## config.mk

```make
export PLATFORM = sky130hd
export DESIGN_NAME = mem_arbiter
export DESIGN_NICKNAME = d
export VERILOG_FILES = /design/src/rtl/mem_arbiter.sv
export SDC_FILE = /design/constraint.sdc
export NUM_CORES = 1
export LEC_CHECK = 0
export BUFFER_PORTS_ARGS = -buffer_cell sky130_fd_sc_hd__buf_2
export CORE_ASPECT_RATIO = 2
export CORE_MARGIN = 1.5
export CORE_UTILIZATION = 30
export DETAILED_ROUTE_END_ITERATION = 6
export SETUP_SLACK_MARGIN = 0.15
export SYNTH_ARGS = -nofsm -noshare
export SYNTH_HDL_FRONTEND = slang
export SYNTH_SLANG_ARGS = --single-unit
```

## constraint.sdc

```tcl
create_clock -name clk -period 1.77 [get_ports clk]
set_input_delay 0.177 -clock clk [delete_from_list [all_inputs] [get_ports clk]]
set_output_delay 0.177 -clock clk [all_outputs]
set_load 0.05 [all_outputs]
```

## src/rtl/mem_arbiter.sv

```systemverilog
// Two-requester arbiter in front of a shared synchronous-read memory.
// Writes complete in the grant cycle; reads hold the bus until data returns.
module mem_arbiter #(
    parameter int ADDR_W         = 32,
    parameter int DATA_W         = 32,
    parameter int READ_LATENCY   = 1,
    parameter int FIXED_PRIORITY = 0
) (
    input  logic              clk,
    input  logic              rst_n,
    input  logic              m0_req,
    input  logic              m0_we,
    input  logic [2:0]        m0_funct3,
    input  logic [ADDR_W-1:0] m0_addr,
    input  logic [DATA_W-1:0] m0_wdata,
    input  logic              m1_req,
    input  logic              m1_we,
    input  logic [2:0]        m1_funct3,
    input  logic [ADDR_W-1:0] m1_addr,
    input  logic [DATA_W-1:0] m1_wdata,
    output logic              m0_gnt,
    output logic              m1_gnt,
    output logic              m0_rvalid,
    output logic              m1_rvalid,
    output logic [DATA_W-1:0] m0_rdata,
    output logic [DATA_W-1:0] m1_rdata,
    output logic              mem_write,
    output logic [2:0]        mem_funct3,
    output logic [ADDR_W-1:0] mem_addr,
    output logic [DATA_W-1:0] mem_wdata,
    input  logic [DATA_W-1:0] mem_rdata
);

    localparam int CNT_W = (READ_LATENCY > 1) ? $clog2(READ_LATENCY) : 1;

    typedef enum logic {IDLE, WAIT} state_t;

    state_t              r_state;
    logic                r_owner;
    logic                r_last;
    logic [CNT_W-1:0]    r_cnt;
    logic [ADDR_W-1:0]   r_addr;
    logic [2:0]          r_funct3;
    logic                r_m0_rvalid;
    logic                r_m1_rvalid;
    logic [DATA_W-1:0]   r_m0_rdata;
    logic [DATA_W-1:0]   r_m1_rdata;

    logic                w_grant;
    logic                w_win;
    logic                w_we;
    logic [2:0]          w_funct3;
    logic [ADDR_W-1:0]   w_addr;
    logic [DATA_W-1:0]   w_wdata;

    // Grants are suppressed while reset is held so nothing reaches memory.
    always_comb begin
        w_grant = rst_n && (r_state == IDLE) && (m0_req || m1_req);
        if (m0_req && m1_req)
            w_win = (FIXED_PRIORITY != 0) ? 1'b0 : ~r_last;
        else
            w_win = m1_req;
        w_we     = w_win ? m1_we     : m0_we;
        w_funct3 = w_win ? m1_funct3 : m0_funct3;
        w_addr   = w_win ? m1_addr   : m0_addr;
        w_wdata  = w_win ? m1_wdata  : m0_wdata;
    end

    assign m0_gnt     = w_grant & ~w_win;
    assign m1_gnt     = w_grant &  w_win;
    assign mem_write  = w_grant & w_we;
    assign mem_addr   = w_grant ? w_addr   : r_addr;
    assign mem_funct3 = w_grant ? w_funct3 : r_funct3;
    assign mem_wdata  = w_wdata;

    assign m0_rvalid  = r_m0_rvalid;
    assign m1_rvalid  = r_m1_rvalid;
    assign m0_rdata   = r_m0_rdata;
    assign m1_rdata   = r_m1_rdata;

    always_ff @(posedge clk or negedge rst_n) begin
        if (!rst_n) begin
            r_state     <= IDLE;
            r_owner     <= 1'b0;
            r_last      <= 1'b1;
            r_cnt       <= '0;
            r_addr      <= '0;
            r_funct3    <= '0;
            r_m0_rvalid <= 1'b0;
            r_m1_rvalid <= 1'b0;
            r_m0_rdata  <= '0;
            r_m1_rdata  <= '0;
        end else begin
            r_m0_rvalid <= 1'b0;
            r_m1_rvalid <= 1'b0;
            case (r_state)
                IDLE: begin
                    if (w_grant) begin
                        r_last <= w_win;
                        if (!w_we) begin
                            r_owner  <= w_win;
                            r_addr   <= w_addr;
                            r_funct3 <= w_funct3;
                            r_cnt    <= CNT_W'(READ_LATENCY - 1);
                            r_state  <= WAIT;
                        end
                    end
                end
                WAIT: begin
                    if (r_cnt != '0) begin
                        r_cnt <= r_cnt - 1'b1;
                    end else begin
                        // Only the owner's data register is updated; the other holds.
                        if (r_owner) begin
                            r_m1_rdata  <= mem_rdata;
                            r_m1_rvalid <= 1'b1;
                        end else begin
                            r_m0_rdata  <= mem_rdata;
                            r_m0_rvalid <= 1'b1;
                        end
                        r_state <= IDLE;
                    end
                end
                default: r_state <= IDLE;
            endcase
        end
    end

endmodule

```

==> results of run 1 <==
==> path summary, 6_finish.rpt <==
path | endpoint | cells past startpoint
worst max-delay path | mem_funct3[2] | 6
worst min-delay path | m0_rdata[11]$_DFFE_PN0P_ | 2
worst max register to register | r_addr[17]$_DFFE_PN0P_ | 10
worst min register to register | m1_rdata[18]$_DFFE_PN0P_ | 1
max in group asynchronous | r_addr[30]$_DFFE_PN0P_ | 3
min in group asynchronous | m0_rdata[4]$_DFFE_PN0P_ | 3
==> what timing repair did <==
item / in CTS / in global routing
hold endpoints to repair: 17 / 0
setup buffers: 24 / 15
setup endpoints to repair: 103 / 106
pin swaps: 16 / 62
hold buffers: 1 / 0
cloned: 15 / 7
resized for setup: 207 / 139
==> critical path, delay by kind of cell, from the launching register on <==
family | cells | cell delay [ns]
buffers and inverters | 2 | 0.36
flip-flops | 1 | 0.60
AO/OA/AOI/OAI | 1 | 0.16
AND/OR/NAND/NOR | 3 | 0.37
==> registers in the layout, indices dropped and copies added (netlist names) <==
signal and flops:
r_state 1, r_owner 1, m0_rvalid 1, m1_rvalid 1, m0_rdata 32, m1_rdata 32
r_last 1, r_funct3 3, r_addr 32
==> cell families (layout without fill, tap and decap cells) <==
| kind of cell | Yosys count | after routing |
|---|---|---|
| AOI/OAI and AO/OA | 112 | 112 |
| DFF | 104 | 104 |
| buffers and inverters | 48 | 422 |
| muxes | 64 | 64 |
| and+or+nand+nor | 253 | 255 |
==> metal layers <==
metal  GRT usage (%)  vias up  routed length [um]
li1                -     2766                   -
met4           9.807        0                1095
met3           3.794       65                1229
met2           43.15      312               12930
met5               0        -                   0
met1           21.12     2923                7636
==> layout make-up <==
type | instances | area, um2 | area share [%]
Tap cell | 216 | 270.3 | 2.534
Sequential cell | 104 | 2604 | 24.41
Clock buffer | 9 | 225.2 | 2.112
Clock inverter | 7 | 76.32 | 0.7156
Inverter | 1 | 3.754 | 0.03519
Multi-Input combinational cell | 431 | 3923 | 36.78
Timing Repair Buffer | 405 | 3563 | 33.41
==> through the flow <==
stage,cells,area (um2),TNS [ns]
3_3_place_gp,1095,8267,0
2_1_floorplan,581,6217,0
5_1_grt,1173,10670,-25.58
6_report,1173,10670,-19.21
4_1_cts,1151,9834,-16.98
3_5_place_dp,1095,8267,-0.03363
==> cells in the mapped netlist, types with 2 or more instances <==
library cell / number
a2bb2oi_2: 29
mux2_2: 64
nand2b_1: 2
clkbuf_1: 18
a31oi_1: 35
buf_6: 3
dfrtp_1: 103
o21ai_0: 37
nor2_1: 39
a2bb2oi_1: 6
or3_1: 35
nand2_1: 172
buf_2: 26
==> power by group through the flow <==
stage               clock (mW)  combinational (mW)  sequential, mW
CTS                       2.12                8.18            3.82
global placement             0                7.31            3.83
global route              2.21                8.92            3.96
detailed placement           0                7.36            3.86
floorplan                    0                3.05            6.31
finish                    2.04                8.57            3.85
==> impl_metrics.py, run 1 <==
metrics = {
    "power_and_ir_drop": {
        "p_sw_share_pct": 48.21,
        "power_report.internal_total_mw": 7.491,
        "total_switching_power_mw": 6.973,
        "power.combinational.fraction_pct": 59.3,
        "power_mw": 14.46,
        "power.density_nw_per_um2": 1356,
        "vdd_drop_max_mv": 0.7429,
        "power_frac_seq_pct": 26.6,
        "power.static_leakage_nw": 4.896,
        "power.share.clock_pct": 14.1,
    },
    "grt": {
        "grt_antenna_before_repair": 0,
        "grt_pass1_vias": 6238,
        "grtUsageTotal_pct": 21.77,
        "grt_max_degree": 105,
        "grt_pass1_wl_um": 32550,
        "grt-ovfl-total": 0,
    },
    "cts": {
        "path_clk_slew_ns": 0.07,
        "htree_num_levels": 3,
        "cts_buffer_depth": 2,
        "clk-insertion-delay-late_ns": 0.35,
        "tritoncts": "yes",
        "cts_sinks": 104,
        "number_of_buffers_inserted_during_clock_tree_synthesis": 9,
        "root_buffer": "clkbuf_16",
    },
    "die": {
        "floorplan.io_pins": 308,
        "coreArea_um2": 18220,
        "die_width_um": 99.26,
        "core.rowCount": 70,
        "die_y_extent_um": 195.5,
        "initial_core_utilization_pct": 30.52,
        "dieArea_um2": 19410,
    },
    "routing": {
        "ant_nets": 0,
        "post_drt_via_cell_ratio": 5.171,
        "wire_per_inst_um": 19.52,
        "drt_pre_antenna_iters": 4,
        "drt-initial-drc-count": 264,
        "routed_wl_um": 22890,
        "post-route-drc-count": 0,
        "via_count": 6066,
    },
    "yosys": {
        "synth_fa_ha_area_share_pct": 0,
        "yosys-mux-area-fraction_pct": 12.96,
        "synth_top_family_by_area": "simple AND/OR/NAND/NOR gates",
        "cells_taking_the_most_area_after_synthesis": "dfrtp_1 (46%), mux2_2 (13%), nand2_1 (12%)",
        "yosysTopAreaCellShare_pct": 46.37,
        "synthesis.area_um2": 5559,
        "synth_edf_count": 0,
        "postSynthAreaPerCell_um2": 9.568,
        "netlist.top_cell.by_area": "dfrtp_1",
        "yosys_register_bits": 104,
        "yosys_most_used_dff": "dfrtp_1",
        "xor_xnor_portion_of_the_synthesized_cell_area_pct": 0,
        "postSynthCellCount": 581,
        "syn_nets": 753,
        "post_synth_num_cell_types": 25,
        "ys_async_sr_fraction_pct": 100.0,
        "yosys_warnings": 0,
        "area_fraction_in_and_or_nand_and_nor_cells_after_synthesis_pct": 18.97,
        "synth_compound_area_share_pct": 16.99,
        "yosysSeqAreaShare_pct": 46.84,
    },
    "layout": {
        "antenna_cells": 0,
        "design.final.nets": 1124,
        "mostFrequentLayoutCells": "buf_2 (237), dfrtp_1 (103), nand2_1 (76)",
        "layout.cells.most_common": "buf_2",
        "synthToLayoutAreaGrowth_pct": 91.85,
        "finish.utilization_pct": 58.54,
        "drive_gt1_share_pct": 70.74,
        "final.fill_count": 1550,
    },
    "sta": {
        "clock-skew-final_ns": 0.007430,
        "max_freq_mhz": 492.7,
        "grt_setup_unrepaired": "true",
        "final_period_minus_worst_setup_slack_ns": 2.029,
        "post-route-worst-setup-slack_ns": -0.2595,
        "final-hold-violation-count": 0,
        "timing_worst_slew_pin_value_ns": 0.5713,
        "min_period_over_period_pct": 114.7,
        "timing.final.setup_violations": 105,
        "final-max-slew-violation-count": 0,
        "hold_slack_ns": 0.06708,
        "worst_slew_slack_as_a_fraction_of_its_limit_pct": 61.91,
    },
    "critical_path": {
        "critPathArrivalTime_ns": 1.85,
        "kind_of_end_point_of_the_critical_path": "output port",
        "critical_path.startpoint": "r_last$_DFFE_PN1P_",
        "timing.critical_path.required_ns": 1.59,
        "startpoint_type": "flop",
        "critical_path_peak_fanout": 6,
        "worst_path_largest_cell_delay_ns": 0.60,
        "cpMaxStageDelayCell": "dfstp_2",
        "worst_r2r_startpoint": "r_last$_DFFE_PN1P_",
        "critPathKind": "flop to output port",
        "timing.reg2reg.setup_slack_ns": -0.21,
        "cells_along_the_critical_path": "nand2_4, nand2_8, clkbuf_16, nand2_2, a31oi_4, buf_6",
    },
    "placement": {
        "io_buffers": 307,
        "place_ws_ns": -0.03363,
        "dp_hpwl_um": 14270,
        "gp_congestion": 0.8122,
    },
    "worst_hold_path": {
        "timing.hold.worst.start": "mem_rdata[11]",
        "hp-class": "input pin to flop",
    },
    "run": {
        "number_of_maximum_capacitance_constraint_violations": 0,
    },
    "run_status": {
        "failed_checks": "negative setup slack",
        "run_status": "complete, but fails checks",
    },
}
No activity file was read; power rests on OpenSTA's default activity.
==> run 2, diff against run 1 <==
==> constraint.sdc (replaced) <==
create_clock -name clk -period 2.13 [get_ports clk]
set_input_delay 0.213 -clock clk [delete_from_list [all_inputs] [get_ports clk]]
set_output_delay 0.213 -clock clk [all_outputs]
set_load 0.05 [all_outputs]
==> run 2 against run 1 <==
  * Clock power down 24%
  * Non-clock buffer count decreased by 39
  * Design area is 5.7% lower
  * Flip-flop and latch count unchanged
  * Register-to-register slack gained 0.33 ns
  * Sequential power is 18% lower
  * Largest cell class unchanged
  * Combinational power down 20%
  * The flow now finishes without violations
  * Clock skew is essentially flat
==> impl_metrics.py, run 2 (same netlist as run 1, synthesis figures left out) <==
metrics = {
    "power_and_ir_drop": {
        "power.density_nw_per_um2": 1155,
        "vdd_drop_max_mv": 0.6598,
        "power.static_leakage_nw": 4.681,
        "power_mw": 11.62,
    },
    "sta": {
        "timing.final.setup_violations": 0,
        "grt_setup_unrepaired": "true",
        "final-hold-violation-count": 0,
        "max_freq_mhz": 482.4,
        "timing_worst_slew_pin_value_ns": 0.5604,
        "worst_slew_slack_as_a_fraction_of_its_limit_pct": 62.64,
        "final-max-slew-violation-count": 0,
        "final_period_minus_worst_setup_slack_ns": 2.073,
        "clock-skew-final_ns": 0.007173,
        "min_period_over_period_pct": 97.32,
    },
    "routing": {
        "ant_nets": 0,
        "drt_pre_antenna_iters": 4,
        "routed_wl_um": 21950,
        "wire_per_inst_um": 19.34,
        "via_count": 5885,
        "drt-initial-drc-count": 238,
        "post_drt_via_cell_ratio": 5.185,
        "post-route-drc-count": 0,
    },
    "critical_path": {
        "critical_path_peak_fanout": 8,
        "critical_path.startpoint": "r_last$_DFFE_PN1P_",
        "timing.reg2reg.setup_slack_ns": 0.12,
        "regToRegEndpoint": "r_addr[7]$_DFFE_PN0P_",
        "startpoint_type": "flop",
        "kind_of_end_point_of_the_critical_path": "output port",
        "worst_r2r_startpoint": "r_last$_DFFE_PN1P_",
        "worst_r2r_path_depth": 9,
        "critPathArrivalTime_ns": 1.86,
        "critPathKind": "flop to output port",
        "timing.critical_path.required_ns": 1.92,
    },
    "layout": {
        "layout.cells.most_common": "buf_2",
        "final.fill_count": 1585,
        "design.final.nets": 1083,
        "drive_gt1_share_pct": 67.58,
        "mostFrequentLayoutCells": "buf_2 (236), dfrtp_1 (103), nand2_1 (74)",
        "synthToLayoutAreaGrowth_pct": 80.91,
        "fin_area_um2": 10060,
    },
    "placement": {
        "dp_hpwl_um": 14130,
        "io_buffers": 307,
        "gp_congestion": 0.9295,
        "placed_cell_area_um2": 7883,
    },
    "die": {
        "dieArea_um2": 19410,
        "coreArea_um2": 18220,
        "die_width_um": 99.26,
        "die_y_extent_um": 195.5,
        "initial_core_utilization_pct": 30.52,
        "floorplan.io_pins": 308,
        "core.rowCount": 70,
    },
    "grt": {
        "grt_pass1_vias": 5861,
        "grt-ovfl-total": 0,
        "grt_pass1_wl_um": 31260,
        "grt_max_degree": 105,
        "grtUsageTotal_pct": 20.98,
        "grt_antenna_before_repair": 3,
    },
    "cts": {
        "root_buffer": "clkbuf_16",
        "tritoncts": "yes",
        "clk-insertion-delay-late_ns": 0.34,
        "cts_buffer_depth": 2,
        "number_of_buffers_inserted_during_clock_tree_synthesis": 9,
        "cts_sinks": 104,
        "cts_hold_buf": 0,
        "path_clk_slew_ns": 0.07,
        "htree_num_levels": 3,
    },
    "worst_hold_path": {
        "hp-class": "input pin to asynchronous set/reset pin",
    },
    "run": {
        "number_of_maximum_capacitance_constraint_violations": 0,
    },
    "run_status": {
        "run_status": "complete, no violations",
    },
}
## run 2: timing repair
item,4_1_cts,5_1_grt
pin swaps,20,78
endpoints found under the setup margin,70,69
buffers inserted,15,6
gates cloned,12,9
gates resized for setup,155,183
## run 2: metal layers
layer | wire, um | global-route usage, %
met1 | 7392 | 21.39
met2 | 12010 | 39.35
met3 | 1184 | 2.935
met4 | 1358 | 12.68
met5 | 0 | 0
## run 2: layout make-up
type	instances	area (um2)	area share (%)
Antenna cell	3	7.507	0.07465
Clock buffer	10	229.0	2.277
Clock inverter	6	45.04	0.4479
Inverter	1	3.754	0.03732
Multi-Input combinational cell	429	3769	37.47
Sequential cell	104	2604	25.89
Tap cell	216	270.3	2.687
Timing Repair Buffer	366	3129	31.11
## run 2: worst max-delay path by stage
stage	endpoint	slack, ns	cells past startpoint
floorplan	mem_addr[0]	0.14	6
global placement	mem_addr[26]	0.29	6
detailed placement	mem_addr[4]	0.28	6
CTS	mem_addr[28]	0.05	7
global route	mem_addr[28]	-0.006	7
finish	mem_addr[9]	0.06	8
## run 2: stage by stage
| step | setup TNS (ns) | setup slack, ns | hold slack (ns) | std cells | utilization, % |
|---|---|---|---|---|---|
| floorplan | 0 | 0.1444 | -0.08259 | 581 | - |
| global placement | 0 | 0.2935 | 0.4120 | 1074 | 43.27 |
| detailed placement | 0 | 0.2825 | 0.4080 | 1074 | 43.27 |
| CTS | 0 | 0.04835 | 0.04012 | 1117 | 50.15 |
| global route | -0.01008 | -0.006185 | 0.03975 | 1135 | 55.21 |
| finish | 0 | 0.05714 | 0.01949 | 1135 | 55.21 |
## run 2: worst max-delay path: stages (launching register included)
cell     delay [ns]
dfstp_2        0.55
nand2_2        0.07
nand2_4        0.07
buf_12         0.14
buf_12         0.11
buf_12         0.13
nand2_2        0.07
a31oi_4        0.18
buf_6          0.18
## run 2: report_power, final
part           switching [mW]  internal [mW]  total (mW)
combinational            4.50           2.40        6.89
clock                   0.751          0.800        1.55
sequential              0.424           2.75        3.17
==> run 3, diff against run 2 <==
--- a/config.mk
+++ b/config.mk
@@ -5,11 +5,11 @@
 export SDC_FILE = /design/constraint.sdc
 export NUM_CORES = 1
 export LEC_CHECK = 0
-export BUFFER_PORTS_ARGS = -buffer_cell sky130_fd_sc_hd__buf_2
 export CORE_ASPECT_RATIO = 2
 export CORE_MARGIN = 1.5
 export CORE_UTILIZATION = 30
 export DETAILED_ROUTE_END_ITERATION = 6
+export DONT_BUFFER_PORTS = 1
 export SETUP_SLACK_MARGIN = 0.15
 export SYNTH_ARGS = -nofsm -noshare
 export SYNTH_HDL_FRONTEND = slang
==> run 3 against run 2 <==
  * The flow now finishes with violations (negative hold slack, negative setup slack)
  * Sequential power grew 70%
  * Non-clock buffer count shrank 239
  * Clock-buffer cell count is the same
  * Via count shrank 14%
  * Cell count shrank 21%
  * Die area is the same
  * Critical path depth is the same
  * Fmax shrank 2.8%
  * Design area shrank 3.4%
  * Sequential share of layout area grew 0.92 points
  * Routed wire length grew 0.33%
  * Highest routed layer unchanged
==> impl_metrics.py, run 3 (same netlist as run 1, synthesis figures left out) <==
metrics = {
    "run_status": {
        "run_status": "complete, but fails checks",
        "failed_checks": "negative hold slack, negative setup slack",
    },
    "routing": {
        "routed_wl_um": 22020,
        "met3WireLength_um": 1631,
        "ant_nets": 0,
        "drt_pre_antenna_iters": 6,
        "post_drt_via_cell_ratio": 5.660,
        "top_layer": "met4",
        "via_count": 5054,
        "drt-initial-drc-count": 175,
        "detailroute.wirelength.met2_um": 12290,
        "post-route-drc-count": 0,
        "drt-met1-wl_um": 6368,
        "wire_per_inst_um": 24.66,
    },
    "layout": {
        "fin_area_um2": 9711,
        "design.final.nets": 844,
        "finish.utilization_pct": 53.30,
        "drive_gt1_share_pct": 58.64,
        "antenna_cells": 0,
        "layout.cells.most_common": "dfrtp_1",
        "synthToLayoutAreaGrowth_pct": 74.68,
        "mostFrequentLayoutCells": "dfrtp_1 (103), nand2_4 (94), buf_12 (79)",
    },
    "cts": {
        "clk-insertion-delay-late_ns": 0.34,
        "number_of_buffers_inserted_during_clock_tree_synthesis": 9,
        "root_buffer": "clkbuf_16",
        "htree_num_levels": 3,
        "path_clk_slew_ns": 0.07,
        "cts_sinks": 104,
        "cts_buffer_depth": 2,
        "tritoncts": "yes",
    },
    "placement": {
        "dp_hpwl_um": 13940,
        "placed_cell_area_um2": 7632,
        "gp_congestion": 0.9928,
        "io_buffers": 0,
    },
    "sta": {
        "worst_slew_slack_as_a_fraction_of_its_limit_pct": 66.37,
        "hold_slack_ns": -0.4399,
        "min_period_over_period_pct": 100.2,
        "final.setup.tns_ns": -0.003444,
        "final_period_minus_worst_setup_slack_ns": 2.133,
        "grt_setup_unrepaired": "true",
        "final-hold-violation-count": 104,
        "timing.final.setup_violations": 1,
        "clock-skew-final_ns": 0.007570,
        "post-route-worst-setup-slack_ns": -0.003444,
        "max_freq_mhz": 468.7,
        "final-max-slew-violation-count": 0,
        "timing_worst_slew_pin_value_ns": 0.5045,
    },
    "critical_path": {
        "critical_path_peak_fanout": 7,
        "critical-path-top-delay-family": "flip-flops",
        "worst_r2r_path_depth": 8,
        "worst_r2r_startpoint": "r_last$_DFFE_PN1P_",
        "timing.critical_path.buf_inv": 4,
        "startpoint_type": "flop",
        "cells_along_the_critical_path": "buf_6, nand2_4, nand2_8, buf_12, buf_16, nand2_4, a31oi_4, buf_12",
        "regToRegEndpoint": "r_funct3[1]$_DFFE_PN0P_",
        "timing.reg2reg.setup_slack_ns": 0.32,
        "worst_path_largest_cell_delay_ns": 0.55,
        "kind_of_end_point_of_the_critical_path": "output port",
        "cpMaxStageDelayCell": "dfstp_2",
        "critPathKind": "flop to output port",
        "timing.critical_path.required_ns": 1.92,
        "critPathArrivalTime_ns": 1.92,
    },
    "die": {
        "coreArea_um2": 18220,
        "die_y_extent_um": 195.5,
        "floorplan.io_pins": 308,
        "initial_core_utilization_pct": 30.52,
        "dieArea_um2": 19410,
        "die_width_um": 99.26,
        "core.rowCount": 70,
    },
    "grt": {
        "grtUsageTotal_pct": 21.16,
        "grt_pass1_wl_um": 30880,
        "grt_antenna_before_repair": 0,
        "grt_pass1_vias": 5468,
        "grt-ovfl-total": 0,
        "grt_max_degree": 106,
    },
    "power_and_ir_drop": {
        "power_mw": 11.71,
        "power.density_nw_per_um2": 1206,
        "power.static_leakage_nw": 4.029,
        "vdd_drop_max_mv": 0.5122,
    },
    "run": {
        "number_of_maximum_capacitance_constraint_violations": 0,
    },
    "worst_hold_path": {
        "hp-class": "input pin to asynchronous set/reset pin",
    },
}
run 3: changes by cell type in the layout (fill, tap and decap cells not counted), moves of 7 or more:
| cell | delta |
|---|---|
| buf_6 | -39 |
| nand2_4 | +48 |
| nor2_1 | -8 |
| buf_8 | -25 |
| nand2_2 | -32 |
| buf_12 | +62 |
| dlygate4sd3_1 | +7 |
| nand2_1 | -17 |
| buf_2 | -236 |
| buf_4 | -7 |
run 3: cell type report:
cell class	count	area [um2]
clock buffer	10	229.0
clock inverter	6	112.6
fill	1495	8507
inverter	1	3.754
multi-input combinational	429	4124
sequential	104	2604
tap	216	270.3
timing repair buffer	127	2367
run 3: worst max path at each step:
stage               slack (ns)          startpoint  cells after the start                     to
finish                  -0.003  r_last$_DFFE_PN1P_                      8           mem_addr[25]
global route             -0.04   r_state$_DFF_PN0_                      8           mem_addr[19]
CTS                    -0.0009  r_last$_DFFE_PN1P_                      7          mem_wdata[26]
detailed placement       -0.07  r_last$_DFFE_PN1P_                      5  r_addr[1]$_DFFE_PN0P_
global placement          0.05  r_last$_DFFE_PN1P_                      5  r_addr[2]$_DFFE_PN0P_
floorplan                 0.14  r_last$_DFFE_PN1P_                      6            mem_addr[0]
run 3: per-layer routing:
layer | GRT usage (%) | vias up
li1 | - | 2194
met1 | 18.41 | 2480
met2 | 41.48 | 303
met3 | 4.617 | 77
met4 | 13.98 | 0
met5 | 0 | -
run 3: power by group:
group | internal [mW] | leakage [nW] | total (mW) | switching [mW]
registers | 2.71 | 1.20 | 5.40 | 2.69
clock network | 1.16 | 0.167 | 1.89 | 0.731
logic | 2.26 | 2.67 | 4.42 | 2.16
total | 6.13 | 4.03 | 11.7 | 5.57
run 3: stage by stage:
step | worst slack, ns | instances
floorplan | 0.1444 | 581
finish | -0.003444 | 893
detailed placement | -0.06640 | 833
CTS | -0.0008704 | 881
global placement | 0.04983 | 833
global route | -0.03895 | 893
run 3: repair_timing:
item	in CTS	in global routing
gates resized for setup	175	82
pin swaps	65	63
setup endpoints to repair	91	69
cloned	11	6
hold endpoints to repair	110	106
hold buffers	5	2
buffers inserted	16	4
run 3: worst register-to-register path: stages (launching register included):
cell and delay, ns:
dfstp_2 0.38, buf_6 0.13, nand2_4 0.08, nand2_8 0.09, buf_4 0.14, buf_4 0.13, a211oi_4 0.34, buf_12 0.21
a2bb2oi_1 0.22
